### src/rtl/mem_port_ctrl.sv
// Single-port memory controller: data accesses win the port, instruction
// fetch fills idle cycles into a 2-entry prefetch queue.
module mem_port_ctrl #(
    parameter int QDEPTH = 2
) (
    input  logic        clk,
    input  logic        reset,
    input  logic        pc_load,
    input  logic [7:0]  pc_target,
    input  logic        ir_ready,
    output logic        ir_valid,
    output logic [15:0] ir,
    output logic [7:0]  ir_pc,
    input  logic        d_req,
    input  logic        d_we,
    input  logic [7:0]  d_addr,
    input  logic [7:0]  d_wdata,
    output logic        d_ack,
    output logic [15:0] d_rdata,
    output logic        MW,
    output logic [7:0]  address,
    output logic [7:0]  DataIn,
    input  logic [15:0] DataOut
);

    localparam logic [1:0] QFULL = 2'(QDEPTH);

    typedef enum logic [0:0] {
        D_IDLE = 1'b0,
        D_ACK  = 1'b1
    } dstate_t;

    dstate_t     dstate_r;
    dstate_t     dstate_s;
    logic        d_grant_s;
    logic        f_grant_s;
    logic        pop_s;
    logic [7:0]  fetch_pc_r;
    logic [1:0]  count_r;
    logic [15:0] q_word_r [2];
    logic [7:0]  q_pc_r   [2];
    logic [15:0] d_rdata_r;

    // Data FSM next state; a request is only granted from D_IDLE so a held
    // request cannot be serviced twice.
    always_comb begin
        dstate_s  = dstate_r;
        d_grant_s = 1'b0;
        case (dstate_r)
            D_IDLE: begin
                if (d_req && !reset) begin
                    d_grant_s = 1'b1;
                    dstate_s  = D_ACK;
                end else begin
                    dstate_s  = D_IDLE;
                end
            end
            D_ACK:   dstate_s = D_IDLE;
            default: dstate_s = D_IDLE;
        endcase
    end

    // Port arbitration and memory-side drive (combinational, no added latency).
    always_comb begin
        f_grant_s = 1'b0;
        pop_s     = 1'b0;
        MW        = 1'b0;
        address   = fetch_pc_r;
        DataIn    = 8'h00;
        if (!reset && !d_grant_s && !pc_load && (count_r < QFULL)) begin
            f_grant_s = 1'b1;
        end else begin
            f_grant_s = 1'b0;
        end
        if ((count_r != 2'd0) && ir_ready) begin
            pop_s = 1'b1;
        end else begin
            pop_s = 1'b0;
        end
        if (d_grant_s) begin
            address = d_addr;
            if (d_we) begin
                MW     = 1'b1;
                DataIn = d_wdata;
            end else begin
                MW     = 1'b0;
                DataIn = 8'h00;
            end
        end else begin
            address = fetch_pc_r;
        end
    end

    // Data FSM state and load-data capture; stores return zero.
    always_ff @(posedge clk) begin
        if (reset) begin
            dstate_r  <= D_IDLE;
            d_rdata_r <= 16'h0000;
        end else begin
            dstate_r <= dstate_s;
            if (d_grant_s) begin
                d_rdata_r <= d_we ? 16'h0000 : DataOut;
            end
        end
    end

    // Fetch address: redirect wins, otherwise advance on each fetch grant.
    always_ff @(posedge clk) begin
        if (reset) begin
            fetch_pc_r <= 8'h00;
        end else if (pc_load) begin
            fetch_pc_r <= pc_target;
        end else if (f_grant_s) begin
            fetch_pc_r <= fetch_pc_r + 8'd1;
        end
    end

    // Prefetch queue kept as a shift pair: entry 0 is always the head.
    always_ff @(posedge clk) begin
        if (reset) begin
            count_r     <= 2'd0;
            q_word_r[0] <= 16'h0000;
            q_word_r[1] <= 16'h0000;
            q_pc_r[0]   <= 8'h00;
            q_pc_r[1]   <= 8'h00;
        end else if (pc_load) begin
            count_r <= 2'd0;
        end else begin
            case (count_r)
                2'd0: begin
                    if (f_grant_s) begin
                        q_word_r[0] <= DataOut;
                        q_pc_r[0]   <= fetch_pc_r;
                        count_r     <= 2'd1;
                    end
                end
                2'd1: begin
                    if (f_grant_s && pop_s) begin
                        q_word_r[0] <= DataOut;
                        q_pc_r[0]   <= fetch_pc_r;
                    end else if (f_grant_s) begin
                        q_word_r[1] <= DataOut;
                        q_pc_r[1]   <= fetch_pc_r;
                        count_r     <= 2'd2;
                    end else if (pop_s) begin
                        count_r     <= 2'd0;
                    end
                end
                2'd2: begin
                    if (pop_s) begin
                        q_word_r[0] <= q_word_r[1];
                        q_pc_r[0]   <= q_pc_r[1];
                        count_r     <= 2'd1;
                    end
                end
                default: count_r <= 2'd0;
            endcase
        end
    end

    assign ir_valid = (count_r != 2'd0);
    assign ir       = q_word_r[0];
    assign ir_pc    = q_pc_r[0];
    assign d_ack    = (dstate_r == D_ACK);
    assign d_rdata  = d_rdata_r;

endmodule

### config.mk
export PLATFORM = sky130hd
export DESIGN_NAME = mem_port_ctrl
export DESIGN_NICKNAME = d
export VERILOG_FILES = /design/src/rtl/mem_port_ctrl.sv
export SDC_FILE = /design/constraint.sdc
export NUM_CORES = 1
export LEC_CHECK = 0
export ABC_AREA = 1
export CAP_MARGIN = 40
export CORE_ASPECT_RATIO = 0.8
export CORE_MARGIN = 5
export CORE_UTILIZATION = 46
export DETAILED_ROUTE_END_ITERATION = 16
export GPL_TIMING_DRIVEN = 1
export PLACE_DENSITY = 0.88
export RECOVER_POWER = 100
export REMOVE_ABC_BUFFERS = 1
export SLEW_MARGIN = 25
export SYNTH_ARGS = -nofsm -noshare
export SYNTH_HDL_FRONTEND = slang
export SYNTH_SLANG_ARGS = --single-unit
### constraint.sdc
create_clock -name clk -period 2.7 [get_ports clk]
set_input_delay 0.27 -clock clk [delete_from_list [all_inputs] [get_ports clk]]
set_output_delay 0.27 -clock clk [all_outputs]
set_load 0.1 [all_outputs]
; Word-level counts from Yosys, hierarchy flattened
; Memory sizes are Yosys's and may differ from the RTL's.
; Index checks and enable logic that the tools add are counted.
[totals]
reg_bits = 27
ramBits = 48
input_bits = 46
out_inout_bits = 59
memories = 2
[mem_list]
columns = memory, words, word_bits, read_ports, rd_ports_with_merged_regs, wr, line_no
row1 = q_word_r, 2, 16, 2, 0, 2, 40  ; logic [15:0] q_word_r [2];
row2 = q_pc_r, 2, 8, 2, 0, 2, 41  ; logic [7:0] q_pc_r [2];
[op_classes]
add_sub_neg = 1
order_cmp = 1
eq_ne = 6
muxes = 49
bitwise = 9
n_reduce_logical = 14
[op_table]
columns = cell, count
row1 = 2-to-1 mux 16 bit, 5
row2 = 2-to-1 mux 8 bit, 9
row3 = 2-to-1 mux 1 bit, 28
row4 = 2-to-1 mux 2 bit, 5
row5 = "adder 8 x 1 -> 8 bit, second input constant", 1
row6 = OR 1 bit, 8
row7 = logical AND 1 bit, 6
row8 = "!= test 2 bit, second input constant", 3
row9 = case mux 2 bit (3 select lines), 1
row10 = AND reduction 4 bit, 1
row11 = nonzero test 2 bit, 2
row12 = logical NOT 1 bit, 3
row13 = "!= test 3 bit, second input constant", 1
row14 = "equality test 2 x 1 -> 1 bit, second input constant", 1
row15 = "equality test 2 bit, second input constant", 1
row16 = logical NOT 2 bit, 1
row17 = "less-than comparator 2 bit, second input constant", 1
row18 = case mux 1 bit (2 select lines), 1
row19 = OR reduction 2 bit, 1
row20 = NOT 1 bit, 1

; Depth between registers and ports, before layout
; Gate-level depths: netlist of run 1.
[depth]
ltp_word = 17
depth_mapped = 8
depth_no_buf = 7

; Worst setup path before layout of run 1
; Ideal clock, no wire load.
[synth_path]
path_kind = register to output
start = register dstate_r, in the netlist d_ack
end = output address[0]
t_arrival_ns = 3.595
t_required_ns = 2.430
path_slack_ns = -1.165
path_stages_with_launch = 6
path_cell_list = dfxtp_1 -> inv_1 -> nand2_2 -> nor2_4 -> buf_2 -> o21ai_0
[synth_between]
elab_chain_cells = 2
[synth_lines]
columns = item, line_no
row1 = from (decl), 33  ; dstate_t dstate_r;
row2 = from (signal assigned), 100  ; dstate_r <= dstate_s;
row3 = 2-to-1 mux 1 bit, 49  ; case (dstate_r)
row4 = 2-to-1 mux 8 bit, 80  ; if (d_grant_s) begin
row5 = to (decl), 21  ; output logic [7:0] address,
; Every way passes these cells.

; Final worst setup path of run 1
[layout_path]
start = input d_req
end = output DataIn[4]
[layout_between]
elab_chain_cells = 4
[layout_lines]
columns = item, line_no
row1 = from (decl), 14  ; input logic d_req,
row2 = logical AND 1 bit, 51  ; if (d_req && !reset) begin
row3 = 2-to-1 mux 1 bit, 51
row4 = 2-to-1 mux 1 bit, 49
row5 = 2-to-1 mux 8 bit, 80
row6 = to (decl), 22  ; output logic [7:0] DataIn,
; Every way passes these cells.

==> results of run 1 <==
## flip-flops by register name, summed over array words and instances (netlist names)
name	flops
count_r	2
d_ack	1
d_rdata	16
fetch_pc_r	8
q_pc_r	16
q_word_r	32
## synth_stat cells
| master | instances | area [sq um] |
|---|---|---|
| sky130_fd_sc_hd__o31ai_1 | 16 | 120.1 |
| sky130_fd_sc_hd__nand3_2 | 1 | 10.01 |
| sky130_fd_sc_hd__o21a_1 | 1 | 7.510 |
| sky130_fd_sc_hd__a21oi_1 | 8 | 40.04 |
| sky130_fd_sc_hd__nand4_1 | 1 | 6.260 |
| sky130_fd_sc_hd__buf_2 | 6 | 30.03 |
| sky130_fd_sc_hd__o21ai_0 | 14 | 70.07 |
| sky130_fd_sc_hd__nand2_2 | 1 | 6.260 |
| sky130_fd_sc_hd__nand3_1 | 28 | 140.1 |
| sky130_fd_sc_hd__or2_2 | 1 | 6.260 |
| sky130_fd_sc_hd__nor2_1 | 46 | 172.7 |
| sky130_fd_sc_hd__dfxtp_1 | 27 | 540.5 |
| sky130_fd_sc_hd__o211ai_1 | 2 | 15.01 |
| sky130_fd_sc_hd__a211oi_1 | 2 | 15.01 |
| sky130_fd_sc_hd__a31oi_1 | 1 | 6.260 |
| sky130_fd_sc_hd__buf_6 | 6 | 67.56 |
| sky130_fd_sc_hd__ha_1 | 1 | 12.51 |
| sky130_fd_sc_hd__o22ai_1 | 24 | 150.1 |
| sky130_fd_sc_hd__clkbuf_1 | 7 | 26.28 |
| sky130_fd_sc_hd__inv_1 | 59 | 221.5 |
| sky130_fd_sc_hd__nand2_1 | 38 | 142.6 |
| sky130_fd_sc_hd__inv_2 | 1 | 3.750 |
| sky130_fd_sc_hd__edfxtp_1 | 48 | 1441 |
| sky130_fd_sc_hd__nor2_4 | 2 | 22.52 |
## layout by cell type (no fill, tap or decap)
cell type / synthesis / routed
sky130_fd_sc_hd__o21a_1: 1 / 1
sky130_fd_sc_hd__clkdlybuf4s50_1: 0 / 44
sky130_fd_sc_hd__dlygate4sd3_1: 0 / 1
sky130_fd_sc_hd__or2_2: 1 / 1
sky130_fd_sc_hd__o22ai_1: 24 / 24
sky130_fd_sc_hd__ha_1: 1 / 1
sky130_fd_sc_hd__nand2_2: 1 / 1
sky130_fd_sc_hd__a21oi_1: 8 / 8
sky130_fd_sc_hd__nor2_1: 46 / 47
sky130_fd_sc_hd__buf_12: 0 / 8
sky130_fd_sc_hd__inv_6: 0 / 1
sky130_fd_sc_hd__bufinv_16: 0 / 1
sky130_fd_sc_hd__clkbuf_4: 0 / 2
sky130_fd_sc_hd__nor2_4: 2 / 1
sky130_fd_sc_hd__a31oi_1: 1 / 1
sky130_fd_sc_hd__clkbuf_1: 7 / 43
sky130_fd_sc_hd__clkbuf_2: 0 / 8
sky130_fd_sc_hd__clkinv_2: 0 / 2
sky130_fd_sc_hd__a211oi_1: 2 / 2
sky130_fd_sc_hd__clkinvlp_4: 0 / 2
sky130_fd_sc_hd__o211ai_1: 2 / 2
sky130_fd_sc_hd__o21ai_0: 14 / 14
sky130_fd_sc_hd__nand2_1: 38 / 38
sky130_fd_sc_hd__inv_1: 59 / 60
sky130_fd_sc_hd__nand4_1: 1 / 1
sky130_fd_sc_hd__dfxtp_1: 27 / 27
sky130_fd_sc_hd__clkbuf_8: 0 / 9
sky130_fd_sc_hd__clkinv_1: 0 / 1
sky130_fd_sc_hd__nand3_1: 28 / 28
sky130_fd_sc_hd__o31ai_1: 16 / 16
sky130_fd_sc_hd__edfxtp_1: 48 / 48
sky130_fd_sc_hd__nand3_2: 1 / 1
sky130_fd_sc_hd__buf_4: 0 / 5
## metal layers
layer | up-vias | GRT usage [%] | wire length [microns]
li1 | 1353 | - | -
met1 | 1353 | 23.89 | 3622
met2 | 131 | 34.39 | 4460
met3 | 7 | 6.388 | 725
met4 | 0 | 6.118 | 68
met5 | - | 0 | 0
## cell type report
type	count	area (sq um)	area share, %
Timing Repair Buffer	111	864.6	20.07
Multi-Input combinational cell	187	935.9	21.73
Clock inverter	7	67.56	1.568
Sequential cell	75	1982	46.01
Tap cell	87	108.9	2.527
Inverter	60	225.2	5.228
Clock buffer	9	123.9	2.875
## logic make-up after synthesis
logic type	count (synthesis)	synth area share, %
simple gates	118	15.48
buf+inv	79	10.66
flops	75	60.53
compound gates	68	12.95
fa+ha+maj	1	0.3821
## power groups by stage
stage | clock [mW] | combinational [mW] | sequential [mW]
after global routing | 0.899 | 0.695 | 1.33
after detailed placement | 0 | 0.734 | 1.35
final | 0.835 | 0.665 | 1.32
after floorplan | 0 | 0.234 | 1.59
after CTS | 0.851 | 0.737 | 1.32
after global placement | 0 | 0.722 | 1.35
## path summary, 6_finish.rpt
check | start | end | slack, ns | depth (start not counted)
max | d_req | DataIn[4] | 0.26 | 6
min | d_rdata[12] | d_rdata[12] | 0.50 | 2
max reg2reg | d_ack | d_rdata[0] | 0.54 | 6
min reg2reg | d_rdata[12] | d_rdata[12] | 0.50 | 2
## worst min-delay path, delay by kind of cell, from the launching register on
family          cells  cell delay (ns)
compound gates      1             0.06
simple gates        1             0.07
flops               1             0.32
==> run summary, run 1 <==
The run finished with clean final reports. The worst path setup slack after routing is 0.2572 ns. Data arrives at the worst endpoint at 2.17 ns. The first detailed-routing pass took 6 iterations.

The post-CTS setup buffer count came out at 0. The count of final setup violators is 0. The slew at the pin closest to its max-slew limit came out at 1.209 ns. The post-cts repair resize count is 0. The standard cell core area came out at 0.006892 sq mm. The layout net count came out at 491. The detail-routed via count per cell is 5.306. The total power of the final layout came out at 2.824 mW.

The first global-routing pass estimated 14,250 microns of wire. The initial cell density of the core came out at 47.51%. The maximum number of buffers from clock root to sink is 2.

The congestion estimate from routability-driven global placement came to 0.8976. The core utilization of the finished layout is 62.51%. The die area came out at 0.008916 sq mm. STA classifies the critical path startpoint as a primary input. The H-tree was split into 3 levels. Setup repair after global routing left no endpoint under its margin.

The number of buffers inserted by hold repair at cts is 0. The number of placed instances, taps included came out at 520. The largest incremental delay on the critical path came out at 0.47 ns. The via count came out at 2,844. The clock group share of total power is 29.6%. The cell family contributing the most delay on the critical path is buffers and inverters. Max-cap violations in this run came to 0.

The Yosys step of the flow raised 0 warnings. The master of the slowest instance on the critical path is sky130_fd_sc_hd__clkdlybuf4s50_1. The worst setup path is of the in -> out kind. The post-CTS clock slew at the launch and capture registers of the worst setup and hold paths is 0.08 ns.

The required time at the worst-slack endpoint is 2.43 ns. The internal power of the cells totals 1.855 mW. Net switching is 34.34% of the power. The share of power burned in registers is 46.9%. TritonCTS built the clock tree. The number of clock sinks is 75. The global-route total usage across every layer is 19.96%.

The number of hold-slack violations in the final timing report is 0. The die width is 104.3 microns. The instance count of the mapped netlist came out at 341. The cell leakage power came out at 1.725 nW. The netlist area before placement came out at 0.003274 sq mm. The worst path buffer plus inverter count came out at 3. The HPWL after detailed placement came out at 6235 microns. The post-route setup TNS is 0 ns.

Relative to the synthesized area, the layout overhead comes to 31.56%. The share of final-layout standard cells stronger than drive strength 1 came out at 9.354%. The area of all placed cells without fillers is 0.004308 sq mm. The root buffer cell chosen for the clock tree is sky130_fd_sc_hd__clkbuf_8. The number of global-route vias before repair came out at 2,843.

The initial antenna violation count is 0. The sequential area share after synthesis is 60.53%. The maximum number of pins on one net before global-route repair is 56. The number of standard cells in the final layout excluding fillers is 536. The number of antenna diodes in the final layout is 0. In this run the worst hold path is classified as reg -> reg. The I/O pin count is 105. The sum of routed wire length over all layers came out at 8876 microns.

Per report_power, the combinational group accounts for 23.5% of the total. The number of library cell types mapped by synthesis came out at 24. The post-route clock skew came out at 0.008074 ns.

Derived from the worst setup path, the maximum achievable clock frequency is 0.4094 GHz. The total number of placement rows is 27. The power density normalized to cell area came out at 655.6 mW/mm^2. Hold timing on the final database bottoms out at a slack of 0.4961 ns. The y dimension of the die came out at 85.46 microns. The final max-slew violation count is 0.

Traced cell by cell, the critical path runs through clkdlybuf4s50_1, nand2_2, nor2_4, inv_1, nor2_1, clkbuf_4. The routed wirelength normalized by instance count came out at 16.56 microns. In the routed design, unresolved DRC markers number 0. The reported net switching power is 969.9 uW. Dividing the final minimum period by the clock period gives 90.47%. The clock latency reported for the late side of the worst-skew pair came out at 0.35 ns. The max-slew headroom at the worst pin came out at 19.72%. The worst setup path is captured at a primary output. The number of filler cells placed in the layout came out at 619. Along the worst path, the maximum fanout reaches 19. The minimum setup slack after placement came out at 0.3783 ns. Input and output buffers added on the ports amount to 104. The maximum ir drop on the vdd rail came out at 0.4222 mV.

In this run, synthesis produced a sequential element count of 75. The average footprint of a synthesized cell is 9.602 sq um. The violation count after the first detailed-route iteration came out at 190.

In this run the remaining antenna-violating nets after routing total 0. The global-route congestion overflow total is 0. The final critical path time including I/O delays and setup came out at 2.443 ns.

TritonCTS created 9 clock buffers. The instance area at placement came out at 0.004418 sq mm.
Note: power is estimated with default switching activity, not from simulation.
==> run 2, diff against run 1 <==
- PLACE_DENSITY: 0.88 -> 0.79
==> run 2 against run 1 <==
Sequential power hardly changed. Core utilization is 0.36 points higher. Cell count is 0.19% lower. Total power is 2.2% higher. Combinational power hardly changed. Register-to-register slack better by 0.19 ns. Die area stayed put. Critical path type unchanged. Largest cell class unchanged. Largest power group unchanged.
==> run summary, run 2 (synthesis gave the netlist of run 1 again) <==
The cell leakage power is 1.741 nW. The first-pass GRT wire length is 13,800 microns. STA puts the critical path data arrival time at 2.17 ns. The number of buffers inserted by hold repair at cts is 0. The final layout contains routed wiring with a total length of 8432 microns. The final max-slew violation count is 0.

The placer's final routability congestion estimate came out at 0.8312. The largest incremental delay on the critical path is 0.67 ns. In this run the worst hold path is classified as reg -> reg.

STA puts the critical path data required time at 2.43 ns. Relative to the synthesized area, the layout overhead comes to 32.33%. In the layout the commonest cells are sky130_fd_sc_hd__inv_1 (59), sky130_fd_sc_hd__edfxtp_1 (48), sky130_fd_sc_hd__nor2_1 (47), sky130_fd_sc_hd__clkdlybuf4s50_1 (44), sky130_fd_sc_hd__clkbuf_1 (42).

The critical path is of the in -> out type. In this run the worst setup path begins at reset. The worst setup path is captured at a primary output.

Setup repair after global routing left no endpoint under its margin. The via count came out at 2,789. The kind of cell adding the most delay to the critical path is buffers and inverters. Setup slack on the worst reg-to-reg path comes out at 0.73 ns. The global-route total usage across every layer is 19.35%. The I/O pin count came out at 105.

The critical-path maximum fanout is 25. The finished cells cover 0.004333 sq mm. In this run the cell area measured after placement is 0.004431 sq mm. The global-route congestion overflow total is 0. The post-route clock skew is 0.005125 ns. The initial antenna violation count is 0. Power spread over the standard cell area amounts to 666.3 mW/mm^2. The core region is 0.006892 sq mm. Measured along the y axis, the die boundary spans 85.46 microns. The flow ran to the end, and the final reports show no timing, DRC or antenna violations.

The number of global-route vias before repair came to 2,731. The number of hold-slack violations in the final timing report came out at 0. The die area came out at 0.008916 sq mm. TritonCTS built the clock tree. The first-pass detailed-route iteration total is 4.

The violation count after the first detailed-route iteration is 225. The post-CTS setup buffer count is 0. The maximum number of pins on one net before global-route repair came out at 56. The number of standard cells in the final layout excluding fillers is 535. The maximum ir drop on the vdd rail came out at 0.3892 mV.

The final critical path time including I/O delays and setup came out at 2.443 ns. The number of buffers and inverters on the critical path is 3. The number of violations of the max-capacitance limit is 0. The post-CTS clock slew at the launch and capture registers of the worst setup and hold paths came out at 0.07 ns. Traced cell by cell, the critical path runs through dlygate4sd3_1, nor2_4, inv_2, nor2_1, buf_2. The detail-routed via count per cell came out at 5.213. The max-slew headroom at the worst pin is 19.98%. The deepest level of the CTS H-tree is 3. The cell sitting at the root of the clock tree is a sky130_fd_sc_hd__clkbuf_8. The tree built by TritonCTS fans out to 75 sinks. Among all stages on the critical path, the largest delay is contributed by sky130_fd_sc_hd__dlygate4sd3_1. The initial utilization of the core area, before any placement, comes to 47.51%.

Derived from the worst setup path, the maximum achievable clock frequency is 0.4094 GHz. The number of flip-flops in the largest register came out at 32. Once the clock tree was built, the resizer swapped 0 gates to a different size. STA classifies the critical path startpoint as a primary input.

In the final routed layout, each cell accounts on average for 15.76 microns. The number of placed instances, taps included is 520. Input and output buffers added on the ports amount to 104. The final clock period utilization by the worst path came out at 90.47%. In this run the critical register-to-register path is launched from d_ack. The register containing the most flip-flops in the final layout is q_word_r. The maximum number of buffers from clock root to sink is 2. The slew at the pin closest to its max-slew limit is 1.205 ns. The endpoint identified for the worst register-to-register timing path is q_pc_r[1][6]. The critical path depth came out at 5. The die width came out at 104.3 microns. For this run, design rule violations remaining after detail routing come to 0. The commonest non-fill, non-tap cell in the layout is sky130_fd_sc_hd__inv_1. The layout net count is 491.

Clock latency on the worst-skew pair, taken at its later pin, is 0.33 ns. The capturing instance or port of the critical path is MW. The count of final setup violators came out at 0.

The share of final-layout standard cells stronger than drive strength 1 came out at 9.598%. The remaining antenna violation count came out at 0. The HPWL after detailed placement came out at 5870 microns. The total number of placement rows is 27. In this run, CTS created clock tree buffers numbering 9.

The worst register-to-register path has a depth of 8. The number of antenna cells inserted is 0.
==> run 2: worst min path at each step <==
stage,from,to,slack [ns],cells after the start
final,d_rdata[1],d_rdata[1],0.48,2
after global routing,d_rdata[12],d_rdata[12],0.52,2
after CTS,d_rdata[1],d_rdata[1],0.49,2
after detailed placement,d_rdata[1],d_rdata[1],0.47,2
after global placement,d_rdata[15],d_rdata[15],0.47,2
after floorplan,reset,fetch_pc_r[4],0.34,1
==> run 2: per-stage QoR <==
step	utilization, %	total power, mW	hold WS [ns]	setup slack (ns)	setup TNS [ns]
finish	62.87	2.887	0.4844	0.2572	0
global route	62.87	3.000	0.5206	0.1245	0
CTS	67.27	2.978	0.4887	0.3428	0
detailed placement	64.29	2.084	0.4716	0.3455	0
global placement	64.29	2.073	0.4683	0.4040	0
floorplan	-	1.826	0.3391	-1.144	-38.62
==> run 2: layout make-up <==
class | count | area, sq um
fillers | 601 | 2559
flip-flops and latches | 75 | 1982
multi-input cells | 187 | 935.9
repair buffers | 111 | 875.8
inverters | 60 | 225.2
clock buffers | 9 | 123.9
well taps | 87 | 108.9
clock inverters | 6 | 81.33
==> run 2: where the power goes <==
group          switching (mW)  internal [mW]  leakage (nW)
combinational           0.526          0.137         0.919
sequential             0.0279           1.29         0.719
clock                   0.393          0.509         0.103
==> run 2: per-layer routing <==
layer	vias up	GRT usage, %	wire length, microns
met4	0	4.235	56
li1	1352	-	-
met2	133	30.94	3981
met5	-	0	0
met1	1298	25.34	3626
met3	6	7.072	768
==> run 2: worst register-to-register path: cells and delay by family (launching register included) <==
kind | cells | cell delay, ns
buffers and inverters | 4 | 0.83
DFF | 1 | 0.32
and+or+nand+nor | 2 | 0.22
AOI/OAI and AO/OA | 2 | 0.22
==> run 3, diff against run 2 <==
- GPL_TIMING_DRIVEN: 1 -> unset
- RECOVER_POWER: 100 -> 50
==> run 3 against run 2 <==
Sequential share of layout area down 1.4 points. Global-route usage unchanged. Sequential power about the same. First-iteration DRC count down 2.2%. Setup slack better by 0.079 ns.
==> run summary, run 3 (synthesis gave the netlist of run 1 again) <==
The flow ran to the end, and the final reports show no timing, DRC or antenna violations. Summed over all nets, the half-perimeter wirelength after detailed placement is 5870 microns. Setup repair after global routing left no endpoint under its margin. The y dimension of the die came out at 85.46 microns. In this run the horizontal extent of the chip is 104.3 microns. The register with the most flip-flops in the final layout is q_word_r.

The first-pass detailed-route iteration total came out at 4. The longest clock path from root to sink contains 2 buffers. The area growth from synthesis to layout is 36.53%.

105 I/O pins were placed. In this run the static leakage power is 1.780 nW. The global-route congestion overflow total is 0. The slowest stage of the critical path belongs to the cell sky130_fd_sc_hd__dlygate4sd3_1. The startpoint identified for the worst hold timing path is d_rdata[13].

The detail-routed via count per cell is 5.232. Measured against its own limit, the worst slew margin works out to 19.98%. After the first detailed-routing iteration, the DRC count stood at 220. The number of global-route vias before repair is 2,731. The arrival time reported for the critical path endpoint came out at 2.09 ns. The number of filler cells placed in the layout came out at 585. The standard cell core area came out at 0.006892 sq mm. In this run the critical register-to-register path is launched from d_ack. The register with the most flip-flops in the layout has 32 of them. After clock tree synthesis, the clock-pin slew on the worst setup and hold paths is 0.08 ns. The via count is 2,799.

The class of the most critical setup path is in -> out. The maximum number of pins on one net before global-route repair came out at 56. STA classifies the critical path startpoint as a primary input. The routed design could run at a clock period as short as 2.364 ns. The initial antenna violation count came to 0. The maximum ir drop on the vdd rail came out at 0.3913 mV.

The remaining antenna violation count is 0. The cell family contributing the most delay on the critical path is buffers and inverters. For the worst setup path, the data required time is 2.43 ns. The critical path goes through dlygate4sd3_1, nor2_4, inv_2, nor2_1, buf_12.

Clock tree synthesis selected as its root buffer the cell sky130_fd_sc_hd__clkbuf_8. After detailed routing, the total wire length is 8455 microns. The floorplan has 27 rows. The total power of the final layout is 2.932 mW. The library cell used most frequently in the layout, excluding fill and tap cells, is sky130_fd_sc_hd__inv_1. During placement, the flow inserted port buffers numbering 104. Across every metal layer, demand over resource in global routing totals 19.35%. The first global-routing pass estimated 13,800 microns of wire. The placer's final routability congestion estimate came out at 0.8312. CTS saw 75 sinks. The tightest min-delay check is of the reg -> reg type. The post-CTS setup buffer count came out at 0. The post-route clock skew is 0.004932 ns. The CTS tree is built.

The final max-slew violation count came out at 0. The number of antenna cells inserted came out at 0. In the layout the commonest cells are sky130_fd_sc_hd__inv_1 (59), sky130_fd_sc_hd__edfxtp_1 (48), sky130_fd_sc_hd__nor2_1 (47), sky130_fd_sc_hd__clkdlybuf4s50_1 (44), sky130_fd_sc_hd__clkbuf_1 (42). The number of buffers inserted by hold repair at cts came out at 0.

The net count of the finished layout is 491. The initial cell density of the core came out at 47.51%. Cells with a size suffix above 1 make up 9.598% of the layout.

The deepest level of the CTS H-tree is 3. The worst path buffer plus inverter count is 3. The maximum achievable frequency came out at 0.4230 GHz. The final clock period utilization by the worst path is 87.55%. The routed wirelength normalized by instance count came out at 15.80 microns.

The number of buffers inserted during clock tree synthesis came out at 9. The clock latency reported for the late side of the worst-skew pair came out at 0.34 ns. For this run, the share of the core covered by cells in the final layout is 64.87%.

The number of design rule violations left after detail routing came out at 0. The power density normalized to cell area is 655.8 mW/mm^2. The die covers 0.008916 sq mm. The number of violations of the max-capacitance limit came out at 0.

STA classifies the critical path endpoint as a primary output. Gates resized during post-CTS repair numbered 0. The most critical setup path has its startpoint at reset.

The slew at the pin closest to its max-slew limit is 1.205 ns. The largest incremental delay on the critical path is 0.67 ns. The count of final setup violators is 0.

The number of hold-slack violations in the final timing report was 0. The critical-path maximum fanout came out at 25.
## run 3: cell types whose count changed in the layout (fill, tap and decap cells not counted)
| cell | delta |
|---|---|
| sky130_fd_sc_hd__buf_2 | -1 |
| sky130_fd_sc_hd__buf_4 | +1 |
| sky130_fd_sc_hd__clkbuf_2 | -9 |
| sky130_fd_sc_hd__buf_12 | +9 |
## run 3: worst paths after layout
kind	endpoint	slack, ns	cells after the start
worst max-delay path	DataIn[2]	0.34	5
worst min-delay path	d_rdata[13]	0.48	2
worst min register to register	d_rdata[13]	0.48	2
worst max register to register	fetch_pc_r[6]	0.99	8
## run 3: worst min-delay path, stage by stage (launching register included)
cell                      delay [ns]
sky130_fd_sc_hd__dfxtp_1        0.33
sky130_fd_sc_hd__nand3_1        0.07
sky130_fd_sc_hd__o31ai_1        0.06
## run 3: final cells by class
type                    count  area (sq um)  area share [%]
inverters                  60         225.2           5.038
clock buffers               9         123.9           2.771
clock inverters             6         81.33           1.819
flip-flops and latches     75          1982           44.33
multi-input cells         187         935.9           20.93
well taps                  87         108.9           2.435
repair buffers            111          1013           22.67
## run 3: through the flow
step	instance area (sq um)	hold WS (ns)	worst slack (ns)	instances	TNS [ns]
final	4471	0.4843	0.3361	535	0
after CTS	4636	0.4887	0.3428	535	0
after global routing	4471	0.5206	0.2163	535	0
after global placement	4431	0.4683	0.4040	520	0
after floorplan	3151	0.3391	-1.144	322	-38.62
after detailed placement	4431	0.4716	0.3455	520	0
## run 3: where the power goes
part / internal [mW] / switching (mW) / total [mW]
sequential: 1.29 / 0.0282 / 1.32
combinational: 0.173 / 0.533 / 0.706
clock: 0.509 / 0.395 / 0.904
total: 1.98 / 0.956 / 2.93
## run 3: per-layer routing
| layer | vias to the layer above | track usage [%] | routed length [microns] |
|---|---|---|---|
| met5 | - | 0 | 0 |
| met4 | 0 | 4.235 | 70 |
| met3 | 8 | 7.072 | 740 |
| met2 | 130 | 30.94 | 3967 |
| met1 | 1309 | 25.34 | 3676 |
| li1 | 1352 | - | - |
